<file path="config.mk">
export PLATFORM = sky130hd
export DESIGN_NAME = logic_unit_arbiter_flat
export DESIGN_NICKNAME = d
export VERILOG_FILES = /design/src/rtl/logic_unit_arbiter_pkg.sv /design/src/rtl/logic_unit_arbiter_if.sv /design/src/rtl/logic_op_unit.sv /design/src/rtl/logic_unit_arbiter.sv /design/src/flat_wrapper.sv
export SDC_FILE = /design/constraint.sdc
export NUM_CORES = 1
export LEC_CHECK = 0
export ABC_AREA = 1
export BUFFER_PORTS_ARGS = -buffer_cell sky130_fd_sc_hd__buf_2
export CORE_ASPECT_RATIO = 1.5
export CORE_MARGIN = 2
export CORE_UTILIZATION = 30
export CTS_CLUSTER_DIAMETER = 60
export DETAILED_ROUTE_END_ITERATION = 7
export SLEW_MARGIN = 20
export SYNTH_ARGS = -nofsm -noshare
export SYNTH_HDL_FRONTEND = slang
export SYNTH_HIERARCHICAL = 1
export SYNTH_SLANG_ARGS = --single-unit
</file>
<file path="constraint.sdc">
create_clock -name clk -period 4.3 [get_ports clk]
set_input_delay 0.215 -clock clk [delete_from_list [all_inputs] [get_ports clk]]
set_output_delay 0.215 -clock clk [all_outputs]
set_load 0.05 [all_outputs]
</file>
<file path="src/rtl/logic_unit_arbiter_pkg.sv">
// Shared definitions for the two-requester logic-unit arbiter: opcodes,
// opcode width and result-slot states.
package logic_unit_arbiter_pkg;

   localparam int OP_W = 3;

   typedef enum logic [OP_W-1:0] {
      OP_AND  = 3'd0,
      OP_OR   = 3'd1,
      OP_XOR  = 3'd2,
      OP_NAND = 3'd3,
      OP_NOR  = 3'd4,
      OP_XNOR = 3'd5
   } op_e;

   typedef enum logic {
      ST_EMPTY = 1'b0,
      ST_FULL  = 1'b1
   } slot_state_e;

endpackage

</file>
<file path="src/rtl/logic_unit_arbiter_if.sv">
// Request/response bundle between the two sequencers, the arbiter and the
// result consumer; master drives requests and resp_ready, slave is the arbiter.
interface logic_unit_arbiter_if
   import logic_unit_arbiter_pkg::*;
#(
   parameter int WIDTH = 8
);

   logic             req0_valid;
   logic             req0_ready;
   logic [WIDTH-1:0] req0_a;
   logic [WIDTH-1:0] req0_b;
   logic [OP_W-1:0]  req0_op;

   logic             req1_valid;
   logic             req1_ready;
   logic [WIDTH-1:0] req1_a;
   logic [WIDTH-1:0] req1_b;
   logic [OP_W-1:0]  req1_op;

   logic             resp_valid;
   logic             resp_ready;
   logic [WIDTH-1:0] resp_data;
   logic             resp_id;
   logic             resp_err;

   modport master (
      output req0_valid, req0_a, req0_b, req0_op,
      input  req0_ready,
      output req1_valid, req1_a, req1_b, req1_op,
      input  req1_ready,
      input  resp_valid, resp_data, resp_id, resp_err,
      output resp_ready
   );

   modport slave (
      input  req0_valid, req0_a, req0_b, req0_op,
      output req0_ready,
      input  req1_valid, req1_a, req1_b, req1_op,
      output req1_ready,
      output resp_valid, resp_data, resp_id, resp_err,
      input  resp_ready
   );

endinterface

</file>
<file path="src/rtl/logic_op_unit.sv">
// Combinational bitwise-logic datapath; output forced to zero when not enabled,
// illegal flags opcodes 6 and 7 (which also yield zero).
module logic_op_unit
   import logic_unit_arbiter_pkg::*;
#(
   parameter int WIDTH = 8
) (
   input  logic [WIDTH-1:0] a,
   input  logic [WIDTH-1:0] b,
   input  logic [OP_W-1:0]  op,
   input  logic             en,
   output logic [WIDTH-1:0] y,
   output logic             illegal
);

   always_comb begin
      y       = '0;
      illegal = 1'b0;
      if (en) begin
         case (op)
            OP_AND:  y = a & b;
            OP_OR:   y = a | b;
            OP_XOR:  y = a ^ b;
            OP_NAND: y = ~(a & b);
            OP_NOR:  y = ~(a | b);
            OP_XNOR: y = ~(a ^ b);
            default: illegal = 1'b1;
         endcase
      end
   end

endmodule

</file>
<file path="src/rtl/logic_unit_arbiter.sv">
// Round-robin arbiter sharing one logic_op_unit between two requesters, with a
// single registered result slot tagged by requester id.
module logic_unit_arbiter
   import logic_unit_arbiter_pkg::*;
#(
   parameter int WIDTH = 8
) (
   input  logic                 clk,
   input  logic                 rst_n,
   logic_unit_arbiter_if.slave  bus
);

   slot_state_e      state_q;
   slot_state_e      state_d;
   logic             ptr_q;
   logic             slot_free;
   logic             grant0;
   logic             grant1;
   logic             accept;
   logic             gnt_id;
   logic [WIDTH-1:0] op_a;
   logic [WIDTH-1:0] op_b;
   logic [OP_W-1:0]  op_sel;
   logic [WIDTH-1:0] op_y;
   logic             op_illegal;
   logic [WIDTH-1:0] data_q;
   logic             id_q;
   logic             err_q;

   // Grants depend only on valids, pointer and slot state, never on the other ready.
   always_comb begin
      slot_free = (state_q == ST_EMPTY) || bus.resp_ready;
      grant0    = rst_n && slot_free && bus.req0_valid && (!bus.req1_valid || !ptr_q);
      grant1    = rst_n && slot_free && bus.req1_valid && (!bus.req0_valid ||  ptr_q);
      accept    = grant0 || grant1;
      gnt_id    = grant1;
      op_a      = grant1 ? bus.req1_a  : bus.req0_a;
      op_b      = grant1 ? bus.req1_b  : bus.req0_b;
      op_sel    = grant1 ? bus.req1_op : bus.req0_op;
   end

   logic_op_unit #(
      .WIDTH (WIDTH)
   ) u_op (
      .a       (op_a),
      .b       (op_b),
      .op      (op_sel),
      .en      (accept),
      .y       (op_y),
      .illegal (op_illegal)
   );

   always_comb begin
      state_d = state_q;
      case (state_q)
         ST_EMPTY: if (accept) state_d = ST_FULL;
         ST_FULL:  if (bus.resp_ready && !accept) state_d = ST_EMPTY;
         default:  state_d = ST_EMPTY;
      endcase
   end

   always_ff @(posedge clk) begin
      if (!rst_n) begin
         state_q <= ST_EMPTY;
         ptr_q   <= 1'b0;
         data_q  <= '0;
         id_q    <= 1'b0;
         err_q   <= 1'b0;
      end else begin
         state_q <= state_d;
         if (accept) begin
            data_q <= op_y;
            id_q   <= gnt_id;
            err_q  <= op_illegal;
            ptr_q  <= ~gnt_id;
         end
      end
   end

   assign bus.req0_ready = grant0;
   assign bus.req1_ready = grant1;
   assign bus.resp_valid = (state_q == ST_FULL);
   assign bus.resp_data  = data_q;
   assign bus.resp_id    = id_q;
   assign bus.resp_err   = err_q;

endmodule

</file>
<file path="src/flat_wrapper.sv">
// flat-port wrapper written by rule: the top's interface ports become plain ports
module logic_unit_arbiter_flat import logic_unit_arbiter_pkg::*;
#(
   parameter int WIDTH = 8
)
  (clk, rst_n, bus_req0_valid, bus_req0_a, bus_req0_b, bus_req0_op, bus_req0_ready, bus_req1_valid, bus_req1_a, bus_req1_b, bus_req1_op, bus_req1_ready, bus_resp_valid, bus_resp_data, bus_resp_id, bus_resp_err, bus_resp_ready);
  logic_unit_arbiter_if #(.WIDTH(WIDTH)) bus_i ();
  input  logic clk;
  input  logic rst_n;
  input wire logic [$bits(bus_i.req0_valid)-1:0] bus_req0_valid;
  input wire logic [$bits(bus_i.req0_a)-1:0] bus_req0_a;
  input wire logic [$bits(bus_i.req0_b)-1:0] bus_req0_b;
  input wire logic [$bits(bus_i.req0_op)-1:0] bus_req0_op;
  output wire logic [$bits(bus_i.req0_ready)-1:0] bus_req0_ready;
  input wire logic [$bits(bus_i.req1_valid)-1:0] bus_req1_valid;
  input wire logic [$bits(bus_i.req1_a)-1:0] bus_req1_a;
  input wire logic [$bits(bus_i.req1_b)-1:0] bus_req1_b;
  input wire logic [$bits(bus_i.req1_op)-1:0] bus_req1_op;
  output wire logic [$bits(bus_i.req1_ready)-1:0] bus_req1_ready;
  output wire logic [$bits(bus_i.resp_valid)-1:0] bus_resp_valid;
  output wire logic [$bits(bus_i.resp_data)-1:0] bus_resp_data;
  output wire logic [$bits(bus_i.resp_id)-1:0] bus_resp_id;
  output wire logic [$bits(bus_i.resp_err)-1:0] bus_resp_err;
  input wire logic [$bits(bus_i.resp_ready)-1:0] bus_resp_ready;
  assign bus_i.req0_valid = bus_req0_valid;
  assign bus_i.req0_a = bus_req0_a;
  assign bus_i.req0_b = bus_req0_b;
  assign bus_i.req0_op = bus_req0_op;
  assign bus_req0_ready = bus_i.req0_ready;
  assign bus_i.req1_valid = bus_req1_valid;
  assign bus_i.req1_a = bus_req1_a;
  assign bus_i.req1_b = bus_req1_b;
  assign bus_i.req1_op = bus_req1_op;
  assign bus_req1_ready = bus_i.req1_ready;
  assign bus_resp_valid = bus_i.resp_valid;
  assign bus_resp_data = bus_i.resp_data;
  assign bus_resp_id = bus_i.resp_id;
  assign bus_resp_err = bus_i.resp_err;
  assign bus_i.resp_ready = bus_resp_ready;
  logic_unit_arbiter #(.WIDTH(WIDTH)) u_core (.clk(clk), .rst_n(rst_n), .bus(bus_i));
endmodule
</file>
Yosys cells after proc, flatten, opt, wreduce, memory -nomap -nowiden:

Index checks and enable logic that the tools add are counted.

* input bits: 43
* memories kept: 0
* bits in registers: 12
* memory bits (read-only): 0
* logic and storage cells: 42
* bits in latches: 0
* RAM bits: 0

* magnitude comparators: 0
* multiplexer cells: 8
* shift operators: 0
* reductions and logical operators: 16
* bitwise logic cells: 8
* multipliers: 0
* equality and inequality tests: 5
* div/mod/pow operators: 0
* add/subtract/negate cells: 0

Operator list (count)
* one-hot mux 8 bit (6 select lines): 1
* NOT 8 bit: 3
* 2-to-1 mux 8 bit: 2
* bitwise AND 8 bit: 1
* bitwise OR 8 bit: 1
* bitwise XOR 8 bit: 1
* == test 3 x 2 -> 1 bit (second input constant): 2
* == test 3 bit (second input constant): 2
* logical AND 1 bit: 6
* OR reduction 6 bit: 1
* zero test 1 bit: 4
* logical OR 1 bit: 4
* == test 3 x 1 -> 1 bit (second input constant): 1
* zero test 3 bit: 1
* 2-to-1 mux 1 bit: 3
* 2-to-1 mux 3 bit: 1
* NOT 1 bit: 2
* one-hot mux 1 bit (2 select lines): 1

Logic depth before layout (Yosys ltp):

* word-level depth: 10
* gate-level depth with buffers: 18
* mapped depth without buffers: 16

Hierarchy:

The synthesis kept the hierarchy.

Modules (own cells, without submodules)
* logic_op_unit: times used 1, cells an instance 169, area an instance 920.9 sq um
* logic_unit_arbiter: times used 1, cells an instance 144, area an instance 775.7 sq um

Worst setup path after synthesis:

OpenSTA, ideal clock, no wires.

* path type: reg2reg
* start: reg u_core.state_q, in the netlist u_core/bus.resp_valid
* end: reg u_core.data_q[0], in the netlist u_core/bus.resp_data[0]
* path slack: 2.058 ns
* required time: 4.236 ns
* cell stages (with the launch flop): 16
* buffers on the path: 2
* arrival time: 2.178 ns
* period minus slack after synthesis: 2.242 ns
* library setup time: 0.064 ns
* cells stage by stage: dfxtp_1 nand2_1 nand2_1 nor2_2 buf_2 nand2_1 nand2_1 buf_6 nand2_4 nor2_4 nand2_1 nand2_1 inv_1 a21oi_1 nor2_1 nor2_1

* elaborated cells between the ends (all ways): 24
* those cells by class: eq/ne: 5; mux: 4; bitwise: 7; reduce/logical: 8

RTL lines
* from (decl): RTL line logic_unit_arbiter.sv:13 `slot_state_e state_q;`
* from (signal assigned): RTL line logic_unit_arbiter.sv:70 `state_q <= state_d;`
* NOT 1 bit (*): RTL line logic_unit_arbiter.sv:32 `slot_free = (state_q == ST_EMPTY) || bus.resp_ready;`
* logical OR 1 bit (*): RTL line logic_unit_arbiter.sv:32
* logical AND 1 bit (*) (3 in series): RTL line logic_unit_arbiter.sv:34 `grant1 = rst_n && slot_free && bus.req1_valid && (!bus.req0_valid || ptr_q);`
* via bus_req1_ready: RTL line flat_wrapper.sv:19 `output wire logic [$bits(bus_i.req1_ready)-1:0] bus_req1_ready;`
* 2-to-1 mux 3 bit (*): RTL line logic_unit_arbiter.sv:39 `op_sel = grant1 ? bus.req1_op : bus.req0_op;`
* via u_core.op_sel[0]: RTL line logic_unit_arbiter.sv:23 `logic [OP_W-1:0] op_sel;`
* == test 3 bit, or another cell as far along: RTL line logic_op_unit.sv:20 `case (op)`
* one-hot mux 8 bit (6 select lines) (*): RTL line logic_op_unit.sv:20
* via u_core.op_y[0]: RTL line logic_unit_arbiter.sv:24 `logic [WIDTH-1:0] op_y;`
* to (signal assigned): RTL line logic_unit_arbiter.sv:72 `data_q <= op_y;`
* to (decl): RTL line logic_unit_arbiter.sv:26 `logic [WIDTH-1:0] data_q;`

Mark *: on every way through the listed nets, which the timed path passes. The rest lies on a longest branch.
A chain may end at the register's enable or synchronous reset.

Worst setup path in the final report:

* start: reg u_core.ptr_q
* end: reg u_core.data_q[2], in the netlist u_core/bus.resp_data[2]

* elaborated cells between the ends (all ways): 22
* those cells by class: eq/ne: 5; mux: 4; bitwise: 6; reduce/logical: 7

RTL lines
* from (decl): RTL line logic_unit_arbiter.sv:15 `logic ptr_q;`
* from (signal assigned): RTL line logic_unit_arbiter.sv:75 `ptr_q <= ~gnt_id;`
* logical OR 1 bit (*): RTL line logic_unit_arbiter.sv:34
* logical AND 1 bit (*): RTL line logic_unit_arbiter.sv:34
* 2-to-1 mux 3 bit (*): RTL line logic_unit_arbiter.sv:39
* via u_core.op_sel[2]: RTL line logic_unit_arbiter.sv:23
* == test 3 bit, or another cell as far along: RTL line logic_op_unit.sv:20
* one-hot mux 8 bit (6 select lines) (*): RTL line logic_op_unit.sv:20
* via u_core.op_y[2]: RTL line logic_unit_arbiter.sv:24

Marked as above.

==> results.yml <==
status:
  outcome: "complete, no violations"
sta:
  tns_ns: 0
  final-setup-viol-count: 0
  max_slew.worst_pin.slew_ns: 0.966
  fmax_mhz: 322
  max_slew_margin_pct: 35.5
  clock_skew_ns: 0.00190
  fin_ws_ns: 1.19
  period_minus_slack_ns: 3.11
  slew_violations: 0
  timing.final.crit_share_pct: 72.2
  hold_violations: 0
  rsz0062_at_grt: "false"
yosys:
  synth_cells: 313
  ys_warn_count: 6
  synth-seq-cells: 12
  synth_cell_type_count: 21
  synth_nets: 372
  netlist_area_um2: 1700
  yosysSeqAreaShare_pct: 14.2
  avgSynthCellArea_um2: 5.42
  synth_ff_type: "dfxtp_1"
  synth_edf_count: 0
  async_flop_share_pct: 0
floorplan:
  start_util_pct: 31.1
  dieArea_um2: 6290
  coreArea_um2: 5450
  rows: 33
  die-height_um: 96.1
  io_pins: 56
  die_width_um: 65.4
setup_path:
  regToRegSetupSlack_ns: 1.19
  arrival_ns: 3.28
  path_max_fanout: 29
  start_kind: "flop"
  cp-end-kind: "flop"
  critPathKind: "flop to flop"
  r2r_start: "u_core/ptr_q$_SDFFE_PN0P_"
  rr_endpoint: "u_core/bus.resp_data[2]$_SDFFE_PN0P_"
  r2r_cells: 14
  worst-endpoint-required_ns: 4.48
placement:
  port_buffers: 55
  gp_congestion: 0.837
  dpl_worst_slack_ns: 1.10
  hpwl_um: 3450
pwr:
  power.switching_uw: 221
  p_leak_nw: 1.29
  power.density_nw_per_um2: 248
  pwr-share-clk_pct: 24.6
  power.total_uw: 504
  peakVddDrop_mv: 0.181
  internal-power_uw: 282
  pwr-share-comb_pct: 49.7
  p_sw_share_pct: 44.0
  power_frac_seq_pct: 25.7
grt:
  grt.overflow.total: 0
  grt_pass1_vias: 1800
  grt_max_degree: 30
  antenna_found_initial: 0
  grt_pass1_wl_um: 7570
  grt_usage_pct: 15.2
route:
  drc_errors: 0
  postRouteWirelength_um: 4560
  dr.first_iter.drc_count: 68
  drtAntennaViolNets: 0
  wl_per_cell_um: 10.6
  vias_per_cell: 4.54
  firstDrtPassIters: 4
  vias: 1951
worst_hold_path:
  hold_depth: 4
  min_delay_worst_endpoint: "u_core/bus.resp_valid$_SDFF_PN0_"
  min_from: "bus_resp_ready"
  hold_path_class: "input port to flop"
clocking:
  cts_tree: "built"
  cts_inserted_buffers: 3
  clk_latency_ns: 0.24
  cts_max_level: 1
  clk_pin_slew_worst_paths_ns: 0.06
  clkSinkCount: 12
  cts.path.max_buffers: 2
  hold_buffers: 0
  cts.repair.resized: 0
  post-cts-setup-buffers: 0
  cts-root-buf: "clkbuf_8"
final_layout:
  fillers: 671
  area_growth_pct: 19.6
  utilization_pct: 37.2
  final_nets: 420
  drive_gt1_share_pct: 19.7
  antennaDiodeCount: 0
run:
  cap_violations: 0
worst max-delay path, cell delays in order, from the launching register on:
cell,delay [ns]
dfxtp_1,0.36
inv_1,0.05
nand2_1,0.05
nand2_1,0.07
inv_1,0.06
nand2_1,0.56
nand2_1,0.23
nand2_1,0.51
inv_2,0.47
nand4_1,0.13
nand2_1,0.09
nor2_1,0.04
a21oi_1,0.21
nor2_1,0.08
nor2_1,0.13
cell usage in the layout (no fill, tap or decap), drive strengths merged:
master,instances
nand4,15
clkbuf,4
clkinv,1
nor4,1
nor2,33
ha,16
a21oi,10
inv,66
nand2,118
o21ai,2
nand3,26
dfxtp,12
buf,56
final cells by class:
class	count	area [um^2]	share of cell area, %
inverters	67	251	12.4
well taps	70	87.6	4.32
clock buffers	4	55.1	2.71
flip-flops and latches	12	240	11.8
multi-input cells	221	1110	54.8
repair buffers	56	283	13.9
routing by layer:
layer | vias to the layer above | wire (um) | track usage [%]
met3 | 4 | 173 | 2.69
met5 | - | 0 | 0
met1 | 868 | 1990 | 16.9
met4 | 0 | 57 | 2.78
li1 | 1036 | - | -
met2 | 43 | 2340 | 29.9
kinds of logic (layout without fill, tap and decap cells):
family / count (synthesis) / after routing / synth area share, %
simple gates: 193 / 193 / 50.0
buf+inv: 80 / 127 / 20.3
fa+ha+maj: 16 / 16 / 11.8
compound gates: 12 / 12 / 3.76
flops: 12 / 12 / 14.2
state kept, by name, indices dropped and copies added (netlist names):
register               flops
u_core/bus.resp_data       8
u_core/bus.resp_err        1
u_core/bus.resp_id         1
u_core/bus.resp_valid      1
u_core/ptr_q               1
per-stage QoR:
stage | hold slack, ns | area [um^2] | std cells
global placement | 0.489 | 1970 | 426
detailed placement | 0.479 | 1970 | 426
CTS | 0.282 | 2030 | 430
global route | 0.312 | 2030 | 430
floorplan | 0.364 | 1700 | 313
finish | 0.282 | 2030 | 430
power groups by stage:
stage                     combinational (mW)  sequential (mW)  clock [mW]
after global placement                 0.249            0.132           0
after global routing                   0.286            0.131       0.135
final                                  0.250            0.130       0.124
after detailed placement               0.251            0.132           0
after floorplan                        0.159            0.167           0
after CTS                              0.252            0.130       0.128
worst max path at each step:
stage                                startpoint                              endpoint  slack, ns  cells past startpoint
6_report              u_core/ptr_q$_SDFFE_PN0P_  u_core/bus.resp_data[2]$_SDFFE_PN0P_       1.19                     14
5_1_grt               u_core/ptr_q$_SDFFE_PN0P_  u_core/bus.resp_data[6]$_SDFFE_PN0P_       0.78                     14
4_1_cts               u_core/ptr_q$_SDFFE_PN0P_  u_core/bus.resp_data[2]$_SDFFE_PN0P_       1.20                     14
3_5_place_dp                              rst_n  u_core/bus.resp_data[2]$_SDFFE_PN0P_       1.10                     13
3_3_place_gp                              rst_n  u_core/bus.resp_data[0]$_SDFFE_PN0P_       1.21                     15
2_1_floorplan  u_core/bus.resp_valid$_SDFF_PN0_  u_core/bus.resp_data[0]$_SDFFE_PN0P_       2.06                     15
synth_stat cells (2+ instances only):
cell type	instances	area [um^2]
dfxtp_1	12	240
nor2_2	2	12.5
nor2_1	28	105
o21ai_0	2	10.0
a21oi_1	9	45.0
buf_4	2	15.0
inv_2	3	11.3
nand4_1	15	93.8
inv_1	63	236
buf_6	4	45.0
ha_1	16	200
nand2_4	2	22.5
nand3_1	26	130
nor2_4	2	22.5
buf_2	5	25.0
clkbuf_1	2	7.51
nand2_1	116	435
Note: power is estimated with default switching activity, not from simulation.
